===== src/rtl/uart_tx_scheduler.sv =====
// Two-requester round-robin scheduler feeding a single 8N1 UART transmitter.
// One byte is granted per IDLE cycle; the frame then runs for 10 bit times.
module uart_tx_scheduler #(
    parameter int unsigned CLK_PER_BIT = 1250
) (
    input  logic       clk,
    input  logic       rst_n,
    input  logic       req0,
    input  logic [7:0] data0,
    output logic       gnt0,
    input  logic       req1,
    input  logic [7:0] data1,
    output logic       gnt1,
    output logic       tx,
    output logic       busy,
    output logic       baud_en
);

    localparam int unsigned CntW = (CLK_PER_BIT > 1) ? $clog2(CLK_PER_BIT) : 1;
    localparam logic [CntW-1:0] CntLast = CntW'(CLK_PER_BIT - 1);

    typedef enum logic [1:0] {StIdle, StStart, StData, StStop} state_e;

    state_e          state_q, state_d;
    logic [CntW-1:0] cnt_q, cnt_d;
    logic [2:0]      idx_q, idx_d;
    logic [7:0]      sh_q, sh_d;
    logic            prio_q, prio_d;
    logic            tx_q, tx_d;
    logic            armed_q;
    logic            bit_done;
    logic            pick1;
    logic            grant;

    assign bit_done = (cnt_q == CntLast);
    // Requester 1 wins when it is alone or when the pointer favours it.
    assign pick1    = req1 & (~req0 | prio_q);
    // armed_q keeps grants off until the first clock edge after reset.
    assign grant    = armed_q & (req0 | req1) & (state_q == StIdle);

    // State register
    always_ff @(posedge clk or negedge rst_n) begin
        if (!rst_n) begin
            state_q <= StIdle;
        end else begin
            state_q <= state_d;
        end
    end

    // Next-state logic
    always_comb begin
        state_d = state_q;
        case (state_q)
            StIdle: begin
                if (grant) begin
                    state_d = StStart;
                end
            end
            StStart: begin
                if (bit_done) begin
                    state_d = StData;
                end
            end
            StData: begin
                if (bit_done && (idx_q == 3'd7)) begin
                    state_d = StStop;
                end
            end
            StStop: begin
                if (bit_done) begin
                    state_d = StIdle;
                end
            end
            default: state_d = StIdle;
        endcase
    end

    // Outputs
    always_comb begin
        gnt0    = grant & ~pick1;
        gnt1    = grant & pick1;
        busy    = (state_q != StIdle);
        baud_en = (state_q != StIdle);
    end

    assign tx = tx_q;

    // Datapath next values: bit timer, bit index, shift register, arbitration pointer
    always_comb begin
        cnt_d  = cnt_q;
        idx_d  = idx_q;
        sh_d   = sh_q;
        prio_d = prio_q;
        case (state_q)
            StIdle: begin
                cnt_d = '0;
                idx_d = '0;
                if (grant) begin
                    sh_d   = pick1 ? data1 : data0;
                    prio_d = ~pick1;
                end
            end
            StData: begin
                if (bit_done) begin
                    cnt_d = '0;
                    idx_d = idx_q + 3'd1;
                    sh_d  = {1'b0, sh_q[7:1]};
                end else begin
                    cnt_d = cnt_q + CntW'(1);
                end
            end
            default: begin
                cnt_d = bit_done ? '0 : cnt_q + CntW'(1);
            end
        endcase
    end

    // tx is registered from the next state so the line level changes with the state.
    always_comb begin
        case (state_d)
            StStart: tx_d = 1'b0;
            StData:  tx_d = sh_d[0];
            default: tx_d = 1'b1;
        endcase
    end

    always_ff @(posedge clk or negedge rst_n) begin
        if (!rst_n) begin
            cnt_q   <= '0;
            idx_q   <= '0;
            sh_q    <= '0;
            prio_q  <= 1'b0;
            tx_q    <= 1'b1;
            armed_q <= 1'b0;
        end else begin
            cnt_q   <= cnt_d;
            idx_q   <= idx_d;
            sh_q    <= sh_d;
            prio_q  <= prio_d;
            tx_q    <= tx_d;
            armed_q <= 1'b1;
        end
    end

    gnt_onehot_a: assert property (@(posedge clk) disable iff (!rst_n) !(gnt0 && gnt1));
    gnt_idle_a: assert property (@(posedge clk) disable iff (!rst_n)
        (gnt0 || gnt1) |-> (state_q == StIdle));

endmodule


===== config.mk =====
export PLATFORM = sky130hd
export DESIGN_NAME = uart_tx_scheduler
export DESIGN_NICKNAME = d
export VERILOG_FILES = /design/src/rtl/uart_tx_scheduler.sv
export SDC_FILE = /design/constraint.sdc
export NUM_CORES = 1
export LEC_CHECK = 0
export CAP_MARGIN = 10
export CORE_MARGIN = 2
export CORE_UTILIZATION = 46
export DETAILED_ROUTE_END_ITERATION = 8
export GPL_TIMING_DRIVEN = 0
export MAX_ROUTING_LAYER = met4
export PLACE_DENSITY = 0.77
export SYNTH_ARGS = -nofsm -noshare
export SYNTH_HDL_FRONTEND = slang
export SYNTH_SLANG_ARGS = --single-unit

===== constraint.sdc =====
create_clock -name clk -period 2 [get_ports clk]
set_input_delay 0.6 -clock clk [delete_from_list [all_inputs] [get_ports clk]]
set_output_delay 0.6 -clock clk [all_outputs]
set_load 0.03 [all_outputs]

Word-level counts from Yosys, hierarchy flattened
Cells that the tools add are included.
Operators by class
  $add $sub $neg: 2
  equality and inequality tests: 9
  multiplexer cells: 14
  bitwise gates (word level): 9
  reduce and logical (&&, ||, !) cells: 7
Operator list (count)
  $mux W8: 3
  $mux W11: 2
  $pmux W8 S2: 1
  $add A11 B1 Y11 const B: 1
  $eq A11 B11 Y1 const B: 1
  $mux W2: 4
  $pmux W2 S4: 1
  $eq A2 B2 Y1 const B: 3
  $pmux W3 S2: 1
  $and A1 B1 Y1: 5
  $eq A2 B1 Y1 const B: 2
  $ne A2 B2 Y1 const B: 2
  $reduce_and A2 Y1: 2
  $reduce_bool A2 Y1: 2
  $add A3 B1 Y3 const B: 1
  $eq A3 B3 Y1 const B: 1
  $mux W3: 1
  $reduce_and A3 Y1: 1
  $logic_not A2 Y1: 1
  $not A1 Y1: 2
  $or A1 B1 Y1: 2
  $pmux W1 S2: 1
  $logic_and A1 B1 Y1: 1
Word-level totals
  flip-flop bits (word level): 27
  input port bits: 20
  output and inout port bits: 5

Logic depth before layout (Yosys ltp)
Gate-level depths: netlist of run 1.
  depth in word-level cells: 7
  mapped depth: 8
  depth with buffers taken out: 6

Worst setup path before layout of run 1
Ideal clock, no wire load.
  kind: register to output
  start point: register state_q[1]
  end point: output gnt1
  arrival: 1.390 ns
  data required time: 1.400 ns
  slack: 0.010 ns
  stages on the path, launching flop included: 5
  buffers on the path: 2
  cell sequence: dfrtp_1 -> clkbuf_1 -> nor3b_1 -> and3_1 -> clkbuf_1
On the way
  cells in the longest elaborated chain, start to end: 3
RTL lines
  start: declaration: RTL line 24  | state_e state_q, state_d;
  start signal: assignment: RTL line 44  | state_q <= StIdle;
  start signal: assignment: RTL line 46  | state_q <= state_d;
  $logic_not A2 Y1: RTL line 39  | assign grant = armed_q & (req0 | req1) & (state_q == StIdle);
  $and A1 B1 Y1: RTL line 39
  $and A1 B1 Y1: RTL line 81  | gnt1 = grant & pick1;
  end: declaration: RTL line 13  | output logic gnt1,
Every way passes these cells.

Worst setup path in the final report of run 1
Same ends and word-level chain as after synthesis.

==> results of run 1 <==
==> worst max-delay path by stage <==
stage / slack, ns / depth (start not counted) / start / end
after global routing: -0.06 / 3 / state_q[1] / gnt0
after CTS: -0.03 / 3 / state_q[0] / gnt0
final: -0.001 / 3 / state_q[1] / gnt1
after detailed placement: -0.99 / 5 / req0 / gnt1
after global placement: -0.94 / 5 / req0 / gnt1
after floorplan: 0.01 / 4 / state_q[1] / gnt1
==> per-layer routing <==
metal,share of wire [%],track usage (%),routed length (microns)
met5,0,-,0
met3,2.0,3.06,62
met4,1.3,7.79,40
met2,50,34.3,1550
met1,46,24.1,1430
==> flip-flops by register name, indices dropped and copies added (netlist names) <==
| name | count |
|---|---|
| cnt_q | 11 |
| sh_q | 8 |
| prio_q | 1 |
| tx | 1 |
| armed_q | 1 |
| idx_q | 3 |
| state_q | 2 |
==> cell families after synthesis <==
| group | Yosys count | synth area share [%] |
|---|---|---|
| AOI/OAI and AO/OA | 25 | 12.4 |
| DFF | 27 | 48.7 |
| other | 1 | 0.270 |
| buffers and inverters | 11 | 4.14 |
| and+or+nand+nor | 64 | 23.1 |
| adders and majority gates | 4 | 3.60 |
| muxes | 2 | 1.53 |
| xor gates and xnor gates | 10 | 6.29 |
==> stage by stage <==
stage	std cells	setup TNS (ns)	area (sq um)	hold WS, ns
5_1_grt	213	-0.131	1860	0.523
2_1_floorplan	144	0	1390	0.304
3_5_place_dp	199	-6.95	1670	0.494
4_1_cts	210	-0.0552	1810	0.513
3_3_place_gp	199	-5.00	1670	0.469
6_report	213	-0.00219	1860	0.506
==> critical path: cells and delay by family (launching register included) <==
kind                   cells  cell delay [ns]
flip-flops                 1             0.48
AND/OR/NAND/NOR            2             0.46
buffers and inverters      1             0.13
==> final cells by class <==
cell class                 instances  area, sq um
fill                             231          945
clock inverter                     1         7.51
buffer                             3         33.8
inverter                           3         11.3
tap                               31         38.8
clock buffer                       3         22.5
timing repair buffer              39          355
multi-input combinational        106          712
sequential                        27          679
==> cells in the final DEF, fill, tap and decap left out, drive strengths merged <==
master and instances:
nand2 28, dfrtp 26, buf 22, clkdlybuf4s50 17, nor2 12, a22oi 7, o211ai 6, xor2 5
xnor2 5, ha 4, o21ai 4, nand4 3, nand3 3, inv 3, nand2b 3, clkbuf 3
dlygate4sd2 3, nor3 3, and3 3, a21oi 2, nor4 2, or2 1, or4b 1, nand4bb 1
or3 1, and4 1, nor3b 1, o31ai 1, nor2b 1, o21a 1, o21bai 1, a222oi 1
mux2 1, o22ai 1, a31oi 1, mux2i 1, conb 1, clkinvlp 1, dfstp 1
==> timing repair <==
action / CTS / global route
setup buffers: 10 / 3
gates resized for setup: 41 / 10
endpoints found under the setup margin: 27 / 17
pin swaps: 4 / 6
gates cloned: 1 / 0
==> power by group <==
group          internal, mW  leakage (nW)  switching [mW]
Combinational        0.0352         0.495          0.0183
Sequential            0.547         0.308        0.000656
Clock                0.0765        0.0139           0.172
Total                 0.659         0.817           0.191
==> impl_results.md, run 1 <==
- Worst-Skew Late Latency: 0.33 ns
- Most frequent cell after synthesis: nand2_1
- Ys Warns: 0
- Largest net degree at the start of global routing: 28
- Final worst-path cycle share: 100%
- Total Routing Usage GR: 20.2%
- Starting Density: between 40% and 50%
- Pwr dens: 457 nW/um^2
- Root Driver: clkbuf_4
- Antenna Nets Post-Route: 0
- Commonest cells in the netlist: 28 x nand2_1, 26 x dfrtp_1, 12 x nor2_1
- Port Buffers: 24
- CP max stage cell: dfrtp_2
- CP startpoint kind: flip-flop
- Number of global-route vias before repair: around 1,200
- Worst r2r dst: cnt_q[2]
- Clk slew on worst S/H paths: approximately 0.16 ns
- Hold Buf Count CTS: 0
- FF+latch count, synth: 27
- Layout area overhead: 33.7%
- Final hold vios: 0
- CTS tree: built
- Clock buffer depth: 2
- Crit. End Element: primary output
- Final HPWL DP: 2040 microns
- RSZ-0062 raised after global routing: true
- Slew @ Worst Pin: 0.684 ns
- Die height: 59.0 microns
- Crit path cell chain: nor3b_4 -> and3_4 -> buf_6
- Synth area leader: dfrtp_1
- Initial antenna violation count: 0
- Routability congestion estimate: slightly above 0.8
- Synth Net Count: ~170
- First-pass GRT wire length: 5150 microns
- Seq/Total Area, Yosys: between 40% and 50%
- Reg2reg path depth: 7
- CP Class: reg2out
- Nets: 207
- DIE AREA: approximately 3500 sq um
- Inserted Clock Buffers: 3
- Post-synth EDFFs: 0
- Required @ worst endpoint: 1.40 ns
- Relative slew slack: between 50 and 60%
- Antenna cells: 0
- Worst-path fanout max: 4
- DRC: 0
- DP Worst Slack: -0.991 ns
- Chip width: 59.0 microns
- Core Area: approximately 2800 sq um
- CP Data Arrival Time: 1.40 ns
- Slowest stage delay, CP: 0.48 ns
- Via count: 1,158
- VDD IR max: 0.353 mV
- Drt first pass iters: 4
- Outcome: finished, violations left
- Max Cap Viol: 0
- Failing checks: negative setup slack
- Share of post-route cells with drive strength above 1: a little over a fifth
- Leakage power: 0.817 nW
- Clk_skew: 0.0102 ns
- Remaining global-route overflow: 0
- Clk sinks: 27
- Post-Syn Area: 1390 sq um
- Tmin final: 2.00 ns
- Io pins: 25
- Prevailing post-synth register cell: dfrtp_1
- DRT Wirelength: 3080 microns
- Number of max-slew violations in the final report: 0
- Detailed router's first-iteration violation count: 89
- Ys async rst share: 100%
- Final core utilization: 66.3%
- Via/cell ratio: between 5 and 6
- Ranking of synthesized cells by area: dfrtp_1 47%, nand2_1 7.6%, a22oi_1 3.8%, ha_1 3.6%, nor2_1 3.2%
- Critical R2R Launch: cnt_q[1]
- Hold path startpoint: idx_q[0]
- Netlist cell types: 40
- Routed len/inst: between 10 and 15 microns
- Share of Yosys cell area claimed by the top area cell type: 46.8%
- Setup violators final: 2
- Hold endpoint: idx_q[0]
- Reg2reg setup slack: 0.11 ns
- HP Class: reg2reg
- H-Tree Depth: 1
- Avg Inst Size Synth: between 9 and 10 sq um
- Total power: 0.851 mW
- Fmax: 500 MHz
- Fin worst setup slack: -0.00114 ns
- Hold path cells: 1
- Gate Count Post-Synth: 144
- # rows: 19
Note: power is estimated with default switching activity, not from simulation.
==> inputs of run 2 (changes only) <==
- CORE_UTILIZATION: 46 -> 45
- PLACE_DENSITY: 0.77 -> 0.73
- REMOVE_ABC_BUFFERS: default -> 1
- clock period: 2 -> 2.5 ns (I/O delays scaled with it)
==> impl_results.md, run 2 (synthesis results as in run 1) <==
- DRT Wirelength: between 2000 and 3000 microns
- Largest Register: cnt_q
- Via count: about 1,100
- Leakage power: 0.714 nW
- Routability congestion estimate: 0.829
- RSZ-0062 raised after global routing: true
- Final worst-path cycle share: a little over nine tenths
- Remaining global-route overflow: 0
- Starting Density: 46.3%
- Placed Instances: between 150 and 200
- Clk slew on worst S/H paths: between 0.1 and 0.15 ns
- Max reg flops: 11
- Clk_skew: 0.00240 ns
- Outcome: finished clean
- Register area: roughly 680 sq um
- Clk sinks: 27
- Post-Layout Cell Count: around 200
- Fmax: slightly above 400 MHz
- Relative slew slack: between 40 and 50%
- Fin worst setup slack: 0.0312 ns
- Number of max-slew violations in the final report: 0
- H-Tree Depth: 1
- Antenna cells: 0
- Initial antenna violation count: 0
- Antenna Nets Post-Route: 0
- Fillcell total: 263
- Total Routing Usage GR: between 15 and 20%
- Number of global-route vias before repair: 1,046
- Largest net degree at the start of global routing: 28
- Final hold vios: 0
- Nets: between 150 and 200
- Slew @ Worst Pin: 0.831 ns
- Most common cell after layout, fill and taps aside: nand2_1
- Clock buffer depth: 2
- Required @ worst endpoint: 1.75 ns
- DP Worst Slack: -0.652 ns
- Port Buffers: 24
- Die height: approximately 60 microns
- Crit. End Element: primary output
- # rows: 20
- Top flop regs: cnt_q: 11 flops, sh_q: 8 flops, idx_q: 3 flops
- Detailed router's first-iteration violation count: 57
- Final HPWL DP: 1890 microns
- Chip width: 59.6 microns
- Setup violators final: 0
- DRC: 0
- Inserted Clock Buffers: 3
- Worst-Skew Late Latency: 0.32 ns
- Routed len/inst: 13.5 microns
- HP Class: reg2reg
- Io pins: 25
- CP Class: in2out
- Commonest non-fill, non-tap cells in the layout: 28 x nand2_1, 26 x dfrtp_1, 19 x clkdlybuf4s50_1
- CTS tree: built
- Max Cap Viol: 0
- Worst-path fanout max: 9
- First-pass GRT wire length: approximately 4500 microns
- Tmin final: roughly 2.5 ns
- VDD IR max: between 0.3 and 0.4 mV
- Root Driver: clkbuf_4
- Core Area: roughly 3000 sq um
- CP startpoint kind: primary input
- DIE AREA: 3550 sq um
- CP Data Arrival Time: 1.72 ns
- Total negative slack: 0 ns
- Drt first pass iters: 4
- Layout area overhead: 22.3%
- Multi-input logic area: 672 sq um
- Share of post-route cells with drive strength above 1: 9.04%
- Via/cell ratio: 5.55
- Pwr dens: 394 nW/um^2
## run 2: worst paths after layout
path	to	startpoint	slack (ns)	cells past startpoint
max	gnt0	req0	0.03	3
min	idx_q[0]	idx_q[0]	0.50	1
max reg2reg	cnt_q[9]	cnt_q[1]	0.31	6
min reg2reg	idx_q[0]	idx_q[0]	0.50	1
max in group asynchronous	tx	rst_n	1.20	2
min in group asynchronous	sh_q[1]	rst_n	0.75	1
## run 2: critical path, stage by stage
cell and delay (ns):
clkdlybuf4s50_1 0.53, and3_4 0.26, buf_4 0.17
## run 2: final cells by class
| type | count | share of cell area [%] |
|---|---|---|
| clock buffer | 4 | 1.54 |
| multi-input combinational | 106 | 39.5 |
| timing repair buffer | 26 | 16.1 |
| inverter | 3 | 0.662 |
| tap | 33 | 2.43 |
| sequential | 27 | 39.8 |
## run 2: through the flow
step	area [sq um]	power [mW]	hold WS [ns]	util (%)
floorplan	1350	0.448	0.454	-
global placement	1630	0.487	0.470	54.2
detailed placement	1630	0.487	0.486	54.2
CTS	1660	0.676	0.504	55.3
global route	1700	0.704	0.527	56.7
finish	1700	0.671	0.500	56.7
## run 2: layer usage
| layer | track usage, % | wire length, microns | up-vias |
|---|---|---|---|
| met5 | - | 0 | - |
| met1 | 20.0 | 1190 | 534 |
| met2 | 29.4 | 1310 | 27 |
| met4 | 2.86 | 9 | 0 |
| met3 | 5.68 | 168 | 2 |
| li1 | - | - | 542 |
## run 2: timing repair
action	4_1_cts	5_1_grt
endpoints found under the setup margin	4	3
gates resized for setup	19	2
buffers inserted	0	1
hold buffers	0	0
pin swaps	0	1
## run 2: report_power, final
| part | leakage (nW) | internal, mW | switching (mW) | total, mW |
|---|---|---|---|---|
| Sequential | 0.310 | 0.438 | 0.000373 | 0.438 |
| Combinational | 0.390 | 0.0311 | 0.0155 | 0.0466 |
| Clock | 0.0150 | 0.0625 | 0.124 | 0.186 |
==> inputs of run 3 (changes only) <==
- CTS_CLUSTER_SIZE: default -> 16
- clock period: 2.5 -> 3.1 ns (I/O delays scaled with it)
==> impl_results.md, run 3 (synthesis results as in run 1) <==
- Leakage power: 0.703 nW
- RSZ-0062 raised after global routing: false
- Crit. End Element: primary output
- Tmin final: 3.02 ns
- Antenna Nets Post-Route: 0
- Relative slew slack: a little over two fifths
- Routed wl met3: 183 microns
- Layout area overhead: 20.7%
- VDD IR max: 0.280 mV
- Required @ worst endpoint: between 2 and 2.5 ns
- Die height: 59.6 microns
- Fmax: approximately 330 MHz
- CP startpoint kind: primary input
- DP Worst Slack: -0.412 ns
- Number of global-route vias before repair: 1,039
- CP Class: in2out
- Cell area after layout: about 1700 sq um
- Most common cell after layout, fill and taps aside: nand2_1
- Top flop regs: cnt_q: 11 flops, sh_q: 8 flops, idx_q: 3 flops
- Antenna cells: 0
- Slew @ Worst Pin: 0.838 ns
- Io pins: 25
- Clk_skew: 0.00179 ns
- Port Buffers: 24
- CP Data Arrival Time: 2.09 ns
- Total negative slack: 0 ns
- Routed len/inst: approximately 13 microns
- CTS tree: built
- Net load switching power: 0.112 mW
- DRT Wirelength: 2640 microns
- Setup Buffers After CTS: 0
- First-pass GRT wire length: 4490 microns
- DP Area: 1630 sq um
- Root Driver: clkbuf_4
- H-Tree Depth: 1
- Max reg flops: 11
- Inserted Clock Buffers: 3
- Routed wl met2: between 1000 and 1500 microns
- Setup violators final: 0
- Share of post-route cells with drive strength above 1: between 7 and 8%
- Via count: ~1,100
- Remaining global-route overflow: 0
- Initial antenna violation count: 0
- Met1 WL: 1160 microns
- WP buf/inv: 2
- Via/cell ratio: about 5.6
- Total Routing Usage GR: 17.0%
- Reg power frac: approximately two thirds
- Clock buffer depth: 2
- # rows: 20
- Core Area: 3000 sq um
- Commonest non-fill, non-tap cells in the layout: 28 x nand2_1, 26 x dfrtp_1, 22 x clkdlybuf4s50_1
- Slowest stage delay, CP: 0.52 ns
- Delay-heaviest family, CP: buffers and inverters
- DRC: 0
- Fin worst setup slack: 0.0824 ns
- Outcome: finished clean
- Largest net degree at the start of global routing: 28
- Chip width: about 60 microns
- Max Cap Viol: 0
- Detailed router's first-iteration violation count: 48
- CP max stage cell: clkdlybuf4s50_1
- Crit path cell chain: clkdlybuf4s50_1 -> nand2_1 -> and3_2 -> clkdlybuf4s15_2
- Final HPWL DP: roughly 1900 microns
- Pwr dens: 322 nW/um^2
- Starting Density: 46.3%
- Clk slew on worst S/H paths: 0.14 ns
- Max layer used: met4
- DIE AREA: approximately 3600 sq um
- Final hold vios: 0
- Internal: between 0.4 and 0.5 mW
- Drt first pass iters: 4
- Largest Register: cnt_q
- Nets: 190
- HP Class: reg2reg
- Final worst-path cycle share: 97.3%
- Clk pwr share: 27.8%
- Number of max-slew violations in the final report: 0
- PostCTS Resize Cnt: 7
- Worst-Skew Late Latency: 0.32 ns
- Routability congestion estimate: 0.829
- Net Sw Frac: 20.8%
- Hold Buf Count CTS: 0
- Clk sinks: 27
- Combinational fraction of design power: 6.9%
- Reg2reg setup slack: ~0.79 ns
- Worst-path fanout max: 9
==> run 3: changes by cell type in the layout (fill, tap and decap cells not counted) <==
cell and change:
and3_2 +2, buf_4 -2, dlymetal6s2s_1 -1, buf_6 -1, clkdlybuf4s50_1 +3, clkdlybuf4s15_2 +1
buf_2 +1, nor3b_1 +1, nor3b_2 -1, dlygate4sd2_1 -2, and3_4 -2
==> run 3: area by class of cell <==
type	instances	area [sq um]
tap	33	41.3
timing repair buffer	25	264
inverter	3	11.3
multi-input combinational	106	659
clock buffer	4	26.3
fill	259	1320
sequential	27	677
==> run 3: final timing paths <==
check	start	end	cells after the start
max	req1	gnt0	4
min	idx_q[0]	idx_q[0]	1
max reg2reg	cnt_q[1]	idx_q[1]	5
min reg2reg	idx_q[0]	idx_q[0]	1
max in group asynchronous	rst_n	tx	2
min in group asynchronous	rst_n	sh_q[1]	1
==> run 3: metal layers <==
metal | up-vias | GRT usage, %
met2 | 40 | 29.0
met1 | 531 | 19.8
met5 | - | -
met4 | 0 | 2.86
li1 | 542 | -
met3 | 2 | 5.68
==> run 3: metrics by stage <==
stage / instances / power, mW / hold WS (ns) / util (%)
6_report: 198 / 0.541 / 0.500 / 55.9
5_1_grt: 198 / 0.567 / 0.527 / 55.9
4_1_cts: 197 / 0.545 / 0.504 / 55.2
3_5_place_dp: 193 / 0.393 / 0.486 / 54.2
3_3_place_gp: 193 / 0.393 / 0.470 / 54.2
2_1_floorplan: 136 / 0.361 / 0.455 / -
==> run 3: power groups by stage <==
stage	Sequential [mW]	Combinational, mW	Clock [mW]
2_1_floorplan	0.360	0.00130	0
3_3_place_gp	0.360	0.0331	0
3_5_place_dp	0.360	0.0332	0
4_1_cts	0.353	0.0336	0.158
5_1_grt	0.354	0.0409	0.173
6_report	0.353	0.0375	0.150
